**config.mk**
```make
export PLATFORM = sky130hd
export DESIGN_NAME = dma_periph_responder
export DESIGN_NICKNAME = d
export VERILOG_FILES = /design/src/rtl/dma_periph_responder.sv
export SDC_FILE = /design/constraint.sdc
export NUM_CORES = 1
export LEC_CHECK = 0
export ABC_AREA = 1
export CORE_MARGIN = 1.5
export CORE_UTILIZATION = 39
export CTS_CLUSTER_DIAMETER = 200
export DETAILED_ROUTE_END_ITERATION = 10
export RECOVER_POWER = 100
export SKIP_CTS_REPAIR_TIMING = 1
export SLEW_MARGIN = 30
export SYNTH_ARGS = -nofsm -noshare
export SYNTH_HDL_FRONTEND = slang
export SYNTH_SLANG_ARGS = --single-unit
export TNS_END_PERCENT = 30
```
**constraint.sdc**
```tcl
create_clock -name CLK -period 2.55 [get_ports CLK]
set_input_delay 0.6375 -clock CLK [delete_from_list [all_inputs] [get_ports CLK]]
set_output_delay 0.6375 -clock CLK [all_outputs]
set_load 0.02 [all_outputs]
```
**src/rtl/dma_periph_responder.sv**
```systemverilog
// dma_periph_responder: single-channel DMA peripheral endpoint with a data FIFO.
// Raises DREQ toward an 8237A-style controller, answers IOR_N/IOW_N strobes under
// DACK_N, and buffers data between the DMA bus and the device core.
// Optional feature macro: DMA_PERIPH_EOP_GEN_EN (adds tc_count and EOP generation).
// Ports:
//   CLK, RESET_N                 clock, async active-low reset
//   en, dir, demand              channel enable, direction (0 dev->mem, 1 mem->dev), demand mode
//   DREQ, DACK_N                 DMA request / acknowledge
//   IOR_N, IOW_N                 bus read / write strobes
//   DB_I, DB_O, DB_OE            shared data bus
//   EOP_N_I, EOP_N_O             end-of-process in / open-drain emulation out
//   src_valid/ready/data         core push side (dir=0)
//   snk_valid/ready/data         core pop side (dir=1)
//   tc_done, err, level          sticky EOP flag, sticky under/overrun flag, FIFO occupancy
//   tc_count                     transfer count, only with DMA_PERIPH_EOP_GEN_EN
module dma_periph_responder #(
    parameter int unsigned DW    = 8,
    parameter int unsigned DEPTH = 8,
    parameter int unsigned AW    = $clog2(DEPTH)
) (
    input  logic          CLK,
    input  logic          RESET_N,
    input  logic          en,
    input  logic          dir,
    input  logic          demand,
    output logic          DREQ,
    input  logic          DACK_N,
    input  logic          IOR_N,
    input  logic          IOW_N,
    input  logic [DW-1:0] DB_I,
    output logic [DW-1:0] DB_O,
    output logic          DB_OE,
    input  logic          EOP_N_I,
    output logic          EOP_N_O,
    input  logic          src_valid,
    output logic          src_ready,
    input  logic [DW-1:0] src_data,
    output logic          snk_valid,
    input  logic          snk_ready,
    output logic [DW-1:0] snk_data,
    output logic          tc_done,
    output logic          err,
    output logic [AW:0]   level
`ifdef DMA_PERIPH_EOP_GEN_EN
    ,
    input  logic [15:0]   tc_count
`endif
);

    localparam logic [AW:0] DEPTH_L = (AW+1)'(DEPTH);

    typedef enum logic [1:0] {IDLE, REQ, ACK, STB} stateT;

    stateT         state;
    logic [DW-1:0] mem [DEPTH];
    logic [AW-1:0] wrPtr, rdPtr;
    logic [AW:0]   levelQ;
    logic          dirQ;
    logic          iorPrev, iowPrev;
    logic          readEmptyQ;
    logic [DW-1:0] wrData;
    logic          tcDone, errQ;

    logic fifoEmpty, fifoFull, reqCond, reqCondIdle;
    logic dackOn, eopOn;
    logic iorFall, iorRise, iowFall, iowRise, stbFall, stbRise;
    logic busPush, busPop, corePush, corePop, doPush, doPop;
    logic tcHit;

    // Status and bus-event decode
    assign fifoEmpty   = (levelQ == '0);
    assign fifoFull    = (levelQ == DEPTH_L);
    assign reqCond     = dirQ ? !fifoFull : !fifoEmpty;
    assign reqCondIdle = dir  ? !fifoFull : !fifoEmpty;
    assign dackOn      = !DACK_N;
    assign eopOn       = !EOP_N_I && !DACK_N;
    assign iorFall     = iorPrev && !IOR_N;
    assign iorRise     = !iorPrev && IOR_N;
    assign iowFall     = iowPrev && !IOW_N;
    assign iowRise     = !iowPrev && IOW_N;
    assign stbFall     = dirQ ? iowFall : iorFall;
    assign stbRise     = dirQ ? iowRise : iorRise;

    // FIFO access: bus side only completes on a strobe rising edge in STB
    assign busPush  = (state == STB) && dirQ && iowRise && !fifoFull;
    assign busPop   = (state == STB) && !dirQ && iorRise && !readEmptyQ;
    assign corePush = src_valid && src_ready;
    assign corePop  = snk_valid && snk_ready;
    assign doPush   = busPush || corePush;
    assign doPop    = busPop || corePop;

    assign src_ready = !dirQ && !fifoFull;
    assign snk_valid = dirQ && !fifoEmpty;
    assign snk_data  = mem[rdPtr];
    assign level     = levelQ;
    assign tc_done   = tcDone;
    assign err       = errQ;

`ifdef DMA_PERIPH_EOP_GEN_EN
    logic [15:0] tcCnt;
    logic        eopNQ;
    // Counter is at 1 on the strobe that takes it to zero; 0 loaded means 65536
    assign tcHit   = stbRise && (tcCnt == 16'd1);
    assign EOP_N_O = eopNQ;
`else
    assign tcHit   = 1'b0;
    assign EOP_N_O = 1'b1;
`endif

    // FIFO storage (no reset needed on the data array)
    always_ff @(posedge CLK) begin
        if (doPush) mem[wrPtr] <= dirQ ? wrData : src_data;
    end

    // FIFO pointers and occupancy
    always_ff @(posedge CLK or negedge RESET_N) begin
        if (!RESET_N) begin
            wrPtr  <= '0;
            rdPtr  <= '0;
            levelQ <= '0;
        end else begin
            if (doPush) wrPtr <= wrPtr + AW'(1);
            if (doPop)  rdPtr <= rdPtr + AW'(1);
            levelQ <= levelQ + (AW+1)'(doPush) - (AW+1)'(doPop);
        end
    end

    // Transfer state machine with registered bus outputs
    always_ff @(posedge CLK or negedge RESET_N) begin
        if (!RESET_N) begin
            state      <= IDLE;
            DREQ       <= 1'b0;
            DB_OE      <= 1'b0;
            DB_O       <= '0;
            dirQ       <= 1'b0;
            iorPrev    <= 1'b1;
            iowPrev    <= 1'b1;
            readEmptyQ <= 1'b0;
            wrData     <= '0;
            tcDone     <= 1'b0;
            errQ       <= 1'b0;
`ifdef DMA_PERIPH_EOP_GEN_EN
            tcCnt      <= '0;
            eopNQ      <= 1'b1;
`endif
        end else begin
            iorPrev <= IOR_N;
            iowPrev <= IOW_N;
            if (!IOW_N) wrData <= DB_I;
`ifdef DMA_PERIPH_EOP_GEN_EN
            eopNQ <= 1'b1;
`endif
            case (state)
                IDLE: begin
                    DREQ  <= 1'b0;
                    DB_OE <= 1'b0;
                    // dir follows the core while idle so its FIFO side can prefill;
                    // it is frozen from the request onward
                    dirQ  <= dir;
                    if (!en) begin
                        tcDone <= 1'b0;
                        errQ   <= 1'b0;
                    end else if (!tcDone && reqCondIdle) begin
                        state <= REQ;
                        DREQ  <= 1'b1;
`ifdef DMA_PERIPH_EOP_GEN_EN
                        tcCnt <= tc_count;
`endif
                    end
                end
                REQ: begin
                    if (!en) begin
                        state <= IDLE;
                        DREQ  <= 1'b0;
                    end else if (dackOn) begin
                        if (eopOn) begin
                            tcDone <= 1'b1;
                            DREQ   <= 1'b0;
                            state  <= IDLE;
                        end else begin
                            state <= ACK;
                            DREQ  <= demand && reqCond;
                        end
                    end
                end
                ACK: begin
                    if (eopOn) begin
                        tcDone <= 1'b1;
                        DREQ   <= 1'b0;
                        state  <= IDLE;
                    end else if (dackOn && stbFall) begin
                        state <= STB;
                        DREQ  <= demand && en && reqCond;
                        if (!dirQ) begin
                            DB_OE      <= 1'b1;
                            readEmptyQ <= fifoEmpty;
                            if (fifoEmpty) begin
                                DB_O <= '1;
                                errQ <= 1'b1;
                            end else begin
                                DB_O <= mem[rdPtr];
                            end
                        end
                    end else if (!dackOn || !en) begin
                        state <= IDLE;
                        DREQ  <= 1'b0;
                    end else begin
                        DREQ <= demand && reqCond;
                    end
                end
                STB: begin
                    if (eopOn) begin
                        tcDone <= 1'b1;
                        DREQ   <= 1'b0;
                    end
                    if (stbRise) begin
                        DB_OE <= 1'b0;
                        if (dirQ && fifoFull) errQ <= 1'b1;
`ifdef DMA_PERIPH_EOP_GEN_EN
                        tcCnt <= tcCnt - 16'd1;
                        if (tcHit) begin
                            eopNQ  <= 1'b0;
                            tcDone <= 1'b1;
                        end
`endif
                        // Continuation judged on pre-transfer occupancy; DREQ lags one cycle
                        if (demand && en && reqCond && !tcDone && !eopOn && !tcHit) begin
                            state <= ACK;
                            DREQ  <= 1'b1;
                        end else begin
                            state <= IDLE;
                            DREQ  <= 1'b0;
                        end
                    end else if (!eopOn && !tcDone) begin
                        DREQ <= demand && en && reqCond;
                    end
                end
                default: state <= IDLE;
            endcase
        end
    end

endmodule

```
Word-level counts from Yosys, hierarchy flattened
Memory sizes are Yosys's and may differ from the RTL's.
Index checks and enable logic that the tools add are counted.
{ "word_totals": {"elab_cells": 138, "out_inout_bits": 27, "mem_bits_ro": 0, "in_bits": 27, "register_bits": 36, "memories": 1, "ramBits": 64, "latch_bits": 0} }
{ "mem_list": {"columns": ["memory", "depth", "width", "rd", "rd_clocked_by_memory_dff", "write_ports", "line", "rtl"], "rows": [
  ["mem", 8, 8, 1, 0, 1, "55", "logic [DW-1:0] mem [DEPTH];"]
]} }
{ "classes": {"n_bitwise": 2, "n_mul": 0, "muxes": 49, "n_reduce_logical": 50, "order_cmp": 0, "eq_ne": 18, "n_addsub": 4, "div_mod_pow": 0, "n_shift": 0} }
{ "ops": {"columns": ["op", "count"], "rows": [
  ["two-way mux 1 bit", 32],
  ["logical AND 1 bit", 24],
  ["two-way mux 2 bit", 10],
  ["!= test 2 bit (second input constant)", 10],
  ["two-way mux 8 bit", 2],
  ["logical NOT 1 bit", 13],
  ["AND reduction 5 bit", 2],
  ["case mux 1 bit (3 select lines)", 3],
  ["case mux 2 bit (4 select lines)", 1],
  ["AND reduction 8 bit", 1],
  ["adder 3 x 1 -> 3 bit (second input constant)", 2],
  ["adder 4 x 1 -> 4 bit", 1],
  ["== test 2 bit (second input constant)", 2],
  ["== test 4 bit (second input constant)", 1],
  ["logical NOT 4 bit", 1],
  ["!= test 4 x 3 -> 1 bit (second input constant)", 1],
  ["!= test 4 bit (second input constant)", 1],
  ["case mux 1 bit (4 select lines)", 1],
  ["AND reduction 4 bit", 1],
  ["subtractor 4 x 1 -> 4 bit", 1],
  ["logical OR 1 bit", 3],
  ["!= test 3 bit (second input constant)", 1],
  ["AND reduction 3 bit", 1],
  ["nonzero test 3 bit", 1],
  ["other kinds (6)", 7]
]} }

Logic depth before layout (Yosys ltp)
{ "depth": {"word_depth": 9, "mapped_depth": 13} }

Worst setup path before layout
Ideal clock, no wire load.
{ "synth_path": {"kind": "flip-flop to flip-flop", "from": "register levelQ[2] (netlist: level[2])", "to": "register levelQ[2] (netlist: level[2])", "arrival_time_ns": 2.360, "required_ns": 2.427, "period_less_slack_ns": 2.483, "stages_incl_launch_ff": 14, "path_slack_ns": 0.067, "n_path_buf": 0, "setup_time_ns": 0.123, "path_cell_list": "dfrtp_1 > inv_1 > ha_1 > nand2_4 > inv_1 > nor2_2 > nand2_1 > o21ai_2 > ha_1 > inv_1 > ha_1 > inv_1 > fa_1 > xnor2_1"} }
{ "synth_lines": {"columns": ["element", "line", "rtl"], "rows": [
  ["start, declared", "57", "logic [AW:0] levelQ;"],
  ["start signal, assigned", "124", "levelQ <= levelQ + (AW+1)'(doPush) - (AW+1)'(doPop);"],
  ["logical NOT 4 bit", "71", "assign fifoEmpty = (levelQ == '0);"],
  ["logical NOT 1 bit", "93", "assign snk_valid = dirQ && !fifoEmpty;"],
  ["logical AND 1 bit", "93", null],
  ["via snk_valid", "38", "output logic snk_valid,"],
  ["logical AND 1 bit", "88", "assign corePop = snk_valid && snk_ready;"],
  ["logical OR 1 bit", "90", "assign doPop = busPop || corePop;"],
  ["via doPop", "67", "logic busPush, busPop, corePush, corePop, doPush, doPop;"],
  ["subtractor 4 x 1 -> 4 bit", "124", null]
]} }
The timed path passes the listed nets, and every way through them passes these cells.
A chain may end at the register's enable or synchronous reset.

Final worst setup path
{ "layout_path": {"from": "input port IOW_N", "to": "register levelQ[2] (netlist: level[2])"} }
{ "layout_via": {"elab_chain_len": 6} }
{ "layout_lines": {"columns": ["element", "line", "rtl"], "rows": [
  ["start, declared", "29", "input logic IOW_N,"],
  ["logical AND 1 bit", "80", "assign iowRise = !iowPrev && IOW_N;"],
  ["logical AND 1 bit (2 in series)", "85", "assign busPush = (state == STB) && dirQ && iowRise && !fifoFull;"],
  ["logical OR 1 bit", "89", "assign doPush = busPush || corePush;"],
  ["adder 4 x 1 -> 4 bit", "124", null],
  ["subtractor 4 x 1 -> 4 bit", "124", null]
]} }
Every way passes these cells.

==> results by group <==
Status
  – Outcome: finished clean

Worst setup path
  – CP max FO: 2
  – CP max-delay cell: dlygate4sd3_1
  – Reg2reg setup slack: 0.29 ns
  – Origin of the critical flop-to-flop path: level[2]
  – Crit path launch type: primary input
  – CP Cell Sequence: dlygate4sd3_1 > nand2_4 > a21oi_2 > nand3_2 > nand2_4 > inv_4 > ha_1 > inv_1 > ha_1 > inv_1 > fa_1 > xnor2_1
  – CP Data Required Time: 2.78 ns
  – WP buf/inv: 4
  – Crit path kind: in2reg
  – Worst reg2reg endpoint: level[2]
  – Crit-path max cell delay: slightly above 0.6 ns
  – Worst path arrival time: about 2.7 ns
  – Delay-heaviest family, CP: adder cells
  – FF-to-FF path depth: 12
  – Worst setup EP type: flop

Logic synthesis
  – #FFs+latches synth: 100
  – XOR/XNOR share of the synthesized area: less than 1%
  – Main combinational cell family by area after synthesis: simple AND/OR/NAND/NOR gates
  – Sequential-to-total area share from yosys stat: 60.5%
  – Syn Area/Cell: between 9 and 10 um2
  – Synth Net Count: slightly above 500
  – Post-Synth Simple-Gate Area: between 20% and 30%
  – Compound-cell area share of the yosys netlist: 8.33%
  – Post-synth ARST share: ~36%
  – Netlist cell types: 38
  – Post-synth EDFFs: between 60 and 70
  – Post-Syn Instances: 477
  – Top FF cell, synth: edfxtp_1
  – Synth Area in Adders: between 2 and 3%
  – Mux contribution to synthesized area: 0%
  – Synthesis Warnings: 0
  – Area of the mapped netlist: between 0.004 and 0.005 mm2

Detailed routing
  – Drc violations: 0
  – Antenna-violating nets left: 0
  – Drt wl/cell: 15.0 um
  – Routed wire length: 10700 um
  – Iter 0 DRT Violations: between 200 and 250
  – Drt first pass iters: 6
  – Via density: about 4.9
  – Vias: between 3000 and 4000

Clock network
  – H-tree levels: 3
  – CTS Sinks: 100
  – CTS tree: done
  – Longest Clk Path Bufs: 2
  – Clk slew on worst S/H paths: roughly 0.070 ns
  – Worst skew pair latency: 0.34 ns
  – CTS buffer count: 9
  – CTS root buf: clkbuf_16

Pwr
  – Pwr/cell area: roughly 1200 mW/mm2
  – Cell internal pwr: roughly 4 mW
  – Maximum VDD drop: 537 uV
  – P_sw: 2.58 mW
  – Combinational fraction of design power: a little over two fifths
  – Seq pwr share: 35.6%
  – Total power: around 6.7 mW
  – Sw frac: 38.6%
  – Pleak: roughly 2.6 nW
  – Clock power frac: just over 20%

Global routing
  – Largest net degree at the start of global routing: 37
  – Initial antenna violation count: 0
  – Vias in the first global route: 3563
  – GR Util All Layers: between 10% and 20%
  – Grt total ovfl: 0
  – First-pass GRT wire length: roughly 18000 um

Die
  – Core Area: ~0.012 mm2
  – Die Area: ~0.013 mm2
  – Initial core utilization: 40.4%
  – Die X: 112 um
  – Num rows: 39
  – Die H: ~110 um
  – I/O pins: between 50 and 60

STA
  – PnR worst setup slack: approximately 0.080 ns
  – Max-slew violations: 0
  – Relative slew slack: 38.2%
  – Tcrit/Tclk final: 96.8%
  – Final Skew: 0.00810 ns
  – Max Fclk: 405 MHz
  – Unrepaired setup endpoints after global routing: yes
  – Tightest Pin Transition: approximately 0.93 ns
  – Fin Hold WS: between 0.4 and 0.5 ns
  – Final setup fails: 0
  – Minimum clock period: about 2.5 ns
  – Final hold viol count: 0

Finish
  – Register Area: between 0.002 and 0.003 mm2
  – Syn-to-layout area delta: 23.6%
  – Area taken by multi-input logic gates: approximately 0.0015 mm2
  – Ant diodes: 0
  – Final std cells w/o fill: between 700 and 800
  – Fillers: approximately 1100
  – Final nets: around 600
  – Layout cells sized above 1: a little over an eighth
  – Final Core Density: approximately 50%

Worst hold path
  – Worst hold path class: in2async

Placed design
  – Dpl cells: about 700
  – Buffers added on ports: 52
  – Dpl ws: -0.214 ns
  – DP Wirelength: slightly below 8000 um
  – GPL Wtd Cong: slightly below 0.9

Job
  – Max Cap Viol: 0
-- how the worst max path moves through the flow --
stage | startpoint | to | slack [ns] | cells after the start
3_5_place_dp | IOW_N | level[1] | -0.21 | 12
4_1_cts | rdPtr[1] | snk_data[6] | -0.45 | 7
2_1_floorplan | level[2] | level[2] | 0.07 | 13
5_1_grt | rdPtr[0] | snk_data[4] | -0.04 | 8
6_report | IOW_N | level[2] | 0.08 | 12
3_3_place_gp | IOW_N | level[1] | -0.18 | 12
-- layer usage --
layer	global-route usage, %	vias to the layer above	wire, um
li1	-	1737	-
met1	23.8	1637	4870
met2	30.8	81	5250
met3	2.43	12	377
met4	7.76	0	172
met5	0	-	0
-- logic make-up (layout without fill, tap and decap cells) --
logic type,after synthesis,count (layout)
XOR/XNOR,5,5
adder cells (fa/ha/maj),9,9
flip-flops,100,100
AO/OA/AOI/OAI,74,74
AND/OR/NAND/NOR,236,236
buffers and inverters,52,143
other,1,1
-- final cells by class --
cell class | instances | share of cell area [%]
repair buffers | 90 | 13.3
multi-input cells | 325 | 26.6
inverters | 37 | 2.64
well taps | 143 | 3.10
clock inverters | 2 | 0.195
flip-flops and latches | 100 | 49.0
clock buffers | 14 | 5.20
-- power by group through the flow --
| stage | Clock [mW] | Combinational (mW) | Sequential (mW) |
|---|---|---|---|
| 6_report | 1.38 | 2.92 | 2.38 |
| 5_1_grt | 1.46 | 3.30 | 2.42 |
| 4_1_cts | 1.39 | 3.14 | 2.38 |
| 3_5_place_dp | 0 | 3.13 | 2.41 |
| 3_3_place_gp | 0 | 3.09 | 2.40 |
| 2_1_floorplan | 0 | 1.85 | 2.41 |
-- through the flow --
| step | area, um2 | setup TNS [ns] |
|---|---|---|
| global placement | 5550 | -0.561 |
| floorplan | 4670 | 0 |
| global route | 5780 | -0.117 |
| finish | 5780 | 0 |
| detailed placement | 5550 | -0.746 |
| CTS | 5860 | -3.11 |
-- registers in the layout, summed over array words and instances, names as in the netlist --
register    cells
wrData          8
wrPtr           3
DB_OE           1
DREQ            1
dirQ            1
readEmptyQ      1
tc_done         1
state           2
level           4
rdPtr           3
iowPrev         1
err             1
DB_O            8
mem            64
iorPrev         1
-- cell usage in the layout (no fill, tap or decap), types with 4 or more instances in the layout --
master	Yosys	final
inv_1	29	29
o21ai_0	38	34
clkdlybuf4s50_1	0	22
clkbuf_1	1	13
clkbuf_16	0	11
dlygate4sd3_1	0	19
a21oi_1	5	5
inv_2	4	4
nand3_1	13	14
edfxtp_1	64	64
nor2_1	76	79
buf_4	1	22
dfrtp_1	34	32
o21ai_1	25	28
ha_1	8	8
nand2_1	127	128
clkbuf_2	0	7
-- synthesized netlist by cell type, drive strengths merged, types with 3 or more instances --
library cell / count / share of area [%]
a21oi: 7 / 0.91
buf: 14 / 2.9
dfrtp: 34 / 18
edfxtp: 64 / 41
ha: 8 / 2.1
inv: 36 / 3.2
nand2: 132 / 11
nand3: 15 / 1.8
nor2: 83 / 7.3
o21ai: 64 / 6.9
xor2: 3 / 0.56
Note: power is estimated with default switching activity, not from simulation.
